--- src/rtl/math_pkg.sv ---
// Shared constants and FSM state encoding for the math block family.
package math_pkg;

    localparam int DATA_W = 8;
    localparam int CNT_W  = 3;

    typedef enum logic [1:0] {
        IDLE = 2'd0,
        CALC = 2'd1,
        DONE = 2'd2
    } state_t;

endpackage

--- src/rtl/math_adder_16bit.sv ---
// 16-bit adder with carry-in; sum[16] is the carry-out.
module math_adder_16bit (
    input  logic [15:0] a,
    input  logic [15:0] b,
    input  logic        cin,
    output logic [16:0] sum
);

    assign sum = {1'b0, a} + {1'b0, b} + {16'd0, cin};

endmodule

--- src/rtl/math_divider_8bit_seq.sv ---
// Sequential 8-bit unsigned restoring divider: one quotient bit per clock, MSB first.
module math_divider_8bit_seq
    import math_pkg::*;
(
    input  logic              clk,
    input  logic              rst_n,
    input  logic              start,
    input  logic [DATA_W-1:0] a,
    input  logic [DATA_W-1:0] b,
    output logic              busy,
    output logic              done,
    output logic [DATA_W-1:0] quotient,
    output logic [DATA_W-1:0] remainder,
    output logic              div_by_zero
);

    state_t            state, state_nxt;
    logic              pending;
    logic [DATA_W-1:0] dividend_q;
    logic [DATA_W-1:0] divisor_q;
    logic [DATA_W:0]   rem_q;
    logic [CNT_W-1:0]  cnt;

    logic              accept;
    logic [DATA_W:0]   r_shift;
    logic [DATA_W:0]   r_next;
    logic [DATA_W-1:0] q_next;
    logic [16:0]       sum;
    logic              r_ge_d;
    logic              last_step;
    logic              zero_div;
    logic              unused_bits;

    // Operands are captured one edge before the FSM leaves IDLE; pending blocks re-acceptance meanwhile.
    assign accept    = (state == IDLE) && !pending && start;
    assign zero_div  = (state == IDLE) && pending && (divisor_q == '0);
    assign last_step = (state == CALC) && (cnt == 3'd7);

    assign r_shift = {rem_q[DATA_W-1:0], dividend_q[DATA_W-1]};

    // Trial subtraction r - d as r + ~d + 1; carry-out set means r >= d.
    math_adder_16bit u_trial_sub (
        .a   ({7'd0, r_shift}),
        .b   (~{8'd0, divisor_q}),
        .cin (1'b1),
        .sum (sum)
    );

    assign r_ge_d      = sum[16];
    assign r_next      = r_ge_d ? sum[DATA_W:0] : r_shift;
    assign q_next      = {dividend_q[DATA_W-2:0], r_ge_d};
    assign unused_bits = ^{sum[15:DATA_W+1], rem_q[DATA_W]};

    always_ff @(posedge clk or negedge rst_n) begin
        if (!rst_n) state <= IDLE;
        else        state <= state_nxt;
    end

    always_comb begin
        state_nxt = state;
        case (state)
            IDLE: if (pending) state_nxt = (divisor_q == '0) ? DONE : CALC;
            CALC: if (cnt == 3'd7) state_nxt = DONE;
            DONE: state_nxt = IDLE;
            default: state_nxt = IDLE;
        endcase
    end

    always_ff @(posedge clk or negedge rst_n) begin
        if (!rst_n) begin
            pending     <= 1'b0;
            dividend_q  <= '0;
            divisor_q   <= '0;
            rem_q       <= '0;
            cnt         <= '0;
            quotient    <= '0;
            remainder   <= '0;
            div_by_zero <= 1'b0;
        end else begin
            pending <= accept;
            if (accept) begin
                dividend_q <= a;
                divisor_q  <= b;
                rem_q      <= '0;
                cnt        <= '0;
            end else if (state == CALC) begin
                rem_q      <= r_next;
                dividend_q <= q_next;
                cnt        <= cnt + 3'd1;
            end
            // Results only change on entry to DONE.
            if (last_step) begin
                quotient    <= q_next;
                remainder   <= r_next[DATA_W-1:0];
                div_by_zero <= 1'b0;
            end else if (zero_div) begin
                quotient    <= 8'hFF;
                remainder   <= dividend_q;
                div_by_zero <= 1'b1;
            end
        end
    end

    assign busy = (state == CALC);
    assign done = (state == DONE);

endmodule
--- config.mk ---
export PLATFORM = sky130hd
export DESIGN_NAME = math_divider_8bit_seq
export DESIGN_NICKNAME = d
export VERILOG_FILES = /design/src/rtl/math_pkg.sv /design/src/rtl/math_adder_16bit.sv /design/src/rtl/math_divider_8bit_seq.sv
export SDC_FILE = /design/constraint.sdc
export NUM_CORES = 1
export LEC_CHECK = 0
export CAP_MARGIN = 30
export CORE_MARGIN = 2
export CORE_UTILIZATION = 54
export DETAILED_ROUTE_END_ITERATION = 12
export GPL_TIMING_DRIVEN = 1
export PLACE_DENSITY = 0.8
export RECOVER_POWER = 25
export SKIP_LAST_GASP = 1
export SYNTH_ARGS = -nofsm -noshare
export SYNTH_HDL_FRONTEND = slang
export SYNTH_SLANG_ARGS = --single-unit
--- constraint.sdc ---
create_clock -name clk -period 3.1 [get_ports clk]
set_input_delay 0.62 -clock clk [delete_from_list [all_inputs] [get_ports clk]]
set_output_delay 0.62 -clock clk [all_outputs]
set_load 0.01 [all_outputs]
Word level (Yosys, flattened, before mapping)

Cells that the tools add are included.

Memory bits (read-only): 0
Memories: 0
Output and inout port bits: 19
Logic and storage cells: 46
Bits in writable memories: 0
Bits in registers: 47
Latch bits: 0
Bits of input ports: 19

Shift operators: 0
Bitwise logic cells: 1
Eq/ne operators: 5
Reductions and logical operators: 11
$lt $le $gt $ge: 0
Multiplexer cells: 17
Add/subtract/negate cells: 3
Divide/modulo/power cells: 0
Multipliers: 0

Operator list:

| kind                                                                    | count |
|---|---|
| 8-bit 2-to-1 mux                                                        | 9 |
| 17-bit by 1-bit adder with 17-bit output, second input constant         | 1 |
| 9-bit by 16-bit adder with 17-bit output                                | 1 |
| 8-bit NOT with 16-bit output                                            | 1 |
| 8-bit logical NOT                                                       | 1 |
| 2-bit 2-to-1 mux                                                        | 3 |
| 3-bit 2-to-1 mux                                                        | 2 |
| 1-bit logical AND                                                       | 5 |
| 2-bit case mux with 2 select lines                                      | 1 |
| 2-bit nonzero test                                                      | 2 |
| 3-bit by 1-bit adder with 3-bit output, second input constant           | 1 |
| 3-bit == test, second input constant                                    | 1 |
| 2-bit by 1-bit == test with 1-bit output, second input constant         | 1 |
| 2-bit == test, second input constant                                    | 1 |
| 2-bit logical NOT                                                       | 1 |
| 1-bit 2-to-1 mux                                                        | 2 |
| 2-bit by 1-bit inequality test with 1-bit output, second input constant | 1 |
| 2-bit inequality test, second input constant                            | 1 |
| 2-bit AND reduction                                                     | 1 |
| 1-bit logical NOT                                                       | 1 |

Longest topological paths before layout

Word-level depth: 6
Depth in mapped cells: 9
Gate-level depth less buffers: 8

Cells and area by module

A second synthesis with hierarchy kept.

Cells, all modules: 272
Area, all modules: 2,897.8 um^2

Modules (own cells, without submodules):

| module                | cells an instance | instances | seq. area each (um^2) | area each (um^2) |
|---|---|---|---|---|
| math_divider_8bit_seq | 183               | 1         | 1,176.1               | 2,164.6 |
| math_adder_16bit      | 89                | 1         | 0.0                   | 733.2 |

Worst setup path after synthesis

Ideal clock, no wire load.

Path type: register to register
Start point: register divisor_q[0]
End point: register remainder[6]
Clock period less this slack: 2,161 ps
Setup time: 137 ps
Buffers on the path: 1
Path slack: 939 ps
Data arrival time: 2,024 ps
Required time: 2,963 ps
Cell stages (with the launch flop): 9
Cells stage by stage: dfrtp_1 -> ha_1 -> fa_1 -> nand2b_1 -> a211oi_2 -> o21ai_4 -> buf_6 -> a222oi_1 -> o31ai_1

Longest elaborated chain between the ends: 5
Elaborated cells on any way between the ends: 8
Those cells by class: add/sub (2); mux (2); bitwise (1); reduce/logical (3)

Ends and longest elaborated chain:

| what                                     | RTL line                    | source |
|---|---|---|
| from (decl)                              | math_divider_8bit_seq.sv:20 | `logic [DATA_W-1:0] divisor_q;` |
| from (signal assigned)                   | math_divider_8bit_seq.sv:73 | `divisor_q <= '0;` |
| from (signal assigned)                   | math_divider_8bit_seq.sv:83 | `divisor_q <= b;` |
| 8-bit NOT with 16-bit output             | math_divider_8bit_seq.sv:44 | `.b (~{8'd0, divisor_q}),` |
| 9-bit by 16-bit adder with 17-bit output | math_adder_16bit.sv:9       | `assign sum = {1'b0, a} + {1'b0, b} + {16'd0, cin};` |
| 17-bit by 1-bit adder with 17-bit output | math_adder_16bit.sv:9       |  |
| 8-bit 2-to-1 mux                         | math_divider_8bit_seq.sv:50 | `assign r_next = r_ge_d ? sum[DATA_W:0] : r_shift;` |
| 8-bit 2-to-1 mux                         | math_divider_8bit_seq.sv:92 | `if (last_step) begin` |
| to (signal assigned)                     | math_divider_8bit_seq.sv:94 | `remainder <= r_next[DATA_W-1:0];` |
| to (signal assigned)                     | math_divider_8bit_seq.sv:98 | `remainder <= dividend_q;` |
| to (decl)                                | math_divider_8bit_seq.sv:13 | `output logic [DATA_W-1:0] remainder,` |

Several ways; a longest one is shown, not always the timed one.
A chain may end at the register's enable or synchronous reset.

Worst setup path after layout

Start point: register state[1]
End point: output port busy

Longest elaborated chain between the ends: 1

Ends and longest elaborated chain:

| what                                     | RTL line                     | source |
|---|---|---|
| from (decl)                              | math_divider_8bit_seq.sv:17  | `state_t state, state_nxt;` |
| from (signal assigned)                   | math_divider_8bit_seq.sv:56  | `else state <= state_nxt;` |
| 2-bit by 1-bit == test with 1-bit output | math_divider_8bit_seq.sv:104 | `assign busy = (state == CALC);` |
| to (decl)                                | math_divider_8bit_seq.sv:10  | `output logic busy,` |

No other way between the ends.

==> impl_metrics.ini <==
[clock_tree]
cts-resized-gates = 0
cts_setup_buffers = 0
h-tree-depth = 2
cts_tree = built
cts_root_buf = clkbuf_8
clk_pin_slew_ns = 0.08
clk_path_buf_depth = 2
clk_latency_ns = 0.30
cts_buffers = 5
clock-sinks = 47
cts_hold_buf = 0

[critical_path]
reg2reg_setup_slack_ns = 0.78
setup.worst_path.start_class = flip-flop
cp.required_ns = 2.48
endpoint_kind = output port
crit_arrival_ns = 1.85
cp_max_fo = 20
worst-setup-path-type = reg2out

[routing]
drt_iter0_drc = 239
drt_pass1_iterations = 4
drt_wl_total_mm = 5.421
viasPerCell = 5.658
vias = 1935
drc_errors = 0
wl_per_cell_um = 15.85
ant_nets = 0

[timing]
fin_tns_setup_ns = 0
grt_setup_unrepaired = no
period_share = 0.7978
fin_hold_ws_ns = 0.4527
worst_pin_slew_ns = 0.9750
setup_viol = 0
fin_crit_ns = 2.473
hold_violations = 0
clock_skew_ns = 0.004711
drv_slew = 0
maxSlewHeadroom = 0.3500
max_freq_ghz = 0.4043

[layout]
fin_cells = 342
n_antenna_cell = 0
area.growth.synth_to_final_pct = 20.08
nets = 320
drive_gt1_frac = 0.08966

[power_and_ir_drop]
p_leak_uw = 0.001343
vdd_drop_max_uv = 610.7
cellPowerDensity_nw_per_um2 = 1195

[logic_synthesis]
synth_area_um2 = 2461
synth.yosys.seq_area_share = 0.4779
avgSynthCellArea_um2 = 9.651
synthesis.nets = 285
yosys_warnings = 0
synthCells = 255
synthArstFlopShare = 1.000
yosysUniqueCellTypes = 50
synth_edf_count = 0
ys.flop_type = dfrtp_1
ys_ff_latch = 47

[global_route]
grt_pass1_wl_mm = 9.370
grt_use_met3 = 0.04360
gr-total-overflow = 0
grt_util_met2 = 0.3745
grt_use_met1 = 0.3380
grt-busiest-layer = met2
antenna_found_initial = 0
grt_pass1_vias = 1906
grt_max_degree = 36
grt_usage = 0.2374

[place]
placedCellCount = 335
io_buffers = 37
hpwl_mm = 3.877
place_congestion = 0.8287

[floorplan]
core_um2 = 4384
rows = 24
die_area_um2 = 5114
die_w_um = 71.51
start_util = 0.5614
die_h_um = 71.51
io_pins = 38

[hold_path]
hold_path_class = in2async

[job]
maxCapViolCount = 0

[status]
status = completed
## report_power, final
group	leakage [µW]	internal (µW)	switching, µW
combinational	0.000700	884	1080
clock	0.0000502	236	201
sequential	0.000592	907	229
total	0.00134	2030	1500
## stage by stage
step	total power (µW)	utilization	cell area, µm²	setup WS (ns)
after floorplan	2559	-	2461	0.9392
after global placement	3041	0.6455	2830	0.8599
after detailed placement	3092	0.6501	2850	0.8218
after CTS	3554	0.6744	2957	0.6394
after global routing	3842	0.6741	2955	0.5405
final	3532	0.6741	2955	0.6267
## synthesized netlist by cell type (7+ instances only)
master    instances  area (µm²)
nand2_1          56       210.2
dfrtp_1          47        1176
o21ai_0          21       105.1
inv_1            11       41.29
nor2_1           11       41.29
ha_1             10       125.1
a21oi_1           9       45.04
a22oi_1           7       52.55
nand2b_1          7       43.79
## worst max-delay path: stages (launching register included)
cell and delay, ns:
dfrtp_1 0.45, nand2b_1 0.20, inv_2 0.29, clkdlybuf4s50_1 0.61
## final timing paths
check,startpoint,endpoint,cells after the start
max,state[1],busy,3
min,rst_n,divisor_q[2],1
max reg2reg,divisor_q[0],remainder[0],7
min reg2reg,cnt[0],cnt[0],1
max in group asynchronous,rst_n,quotient[3],2
min in group clk,cnt[0],cnt[0],1
## placed cells by master (no fill, tap or decap), types with 2 or more instances in the layout
cell	instances
xor2_1	3
clkbuf_8	5
o31ai_1	3
o22ai_1	4
dfrtp_1	47
mux2_2	3
mux2i_1	3
inv_1	11
nor2_1	11
a21oi_1	9
nand2b_1	7
a22oi_1	7
nand3b_1	2
o21ai_0	21
nand2_1	56
ha_1	10
nor4_2	2
clkdlybuf4s50_1	36
and3_1	4
buf_4	3
o211ai_1	3
o21ai_1	4
nand3_1	4
xnor2_1	2
a31oi_1	2
## state kept, by name, summed over array words and instances (netlist names)
| signal | count |
|---|---|
| cnt | 3 |
| quotient | 8 |
| div_by_zero | 1 |
| state | 2 |
| pending | 1 |
| rem_q | 8 |
| remainder | 8 |
| dividend_q | 8 |
| divisor_q | 8 |
## layer usage
metal	share of wire	wire, µm
met2	0.49	2635
met1	0.47	2542
met5	0	0
met3	0.035	192
met4	0.0094	51
## cell families (layout without fill, tap and decap cells)
group | Yosys count | in the layout | share of synthesized area
xor+xnor | 5 | 5 | 0.01780
flops | 47 | 47 | 0.4779
buf+inv | 25 | 60 | 0.05236
mux | 6 | 6 | 0.02593
simple gates | 96 | 96 | 0.1901
compound gates | 65 | 65 | 0.1769
fa+ha+maj | 11 | 11 | 0.05897
## layout make-up
class | count | area (µm²)
Clock inverter | 2 | 37.54
Tap cell | 52 | 65.06
Inverter | 12 | 45.04
Clock buffer | 5 | 68.82
Fill cell | 342 | 1429
Sequential cell | 47 | 1176
Timing Repair Buffer | 41 | 406.6
Multi-Input combinational cell | 183 | 1156
Power figures use the tool's default switching activity.
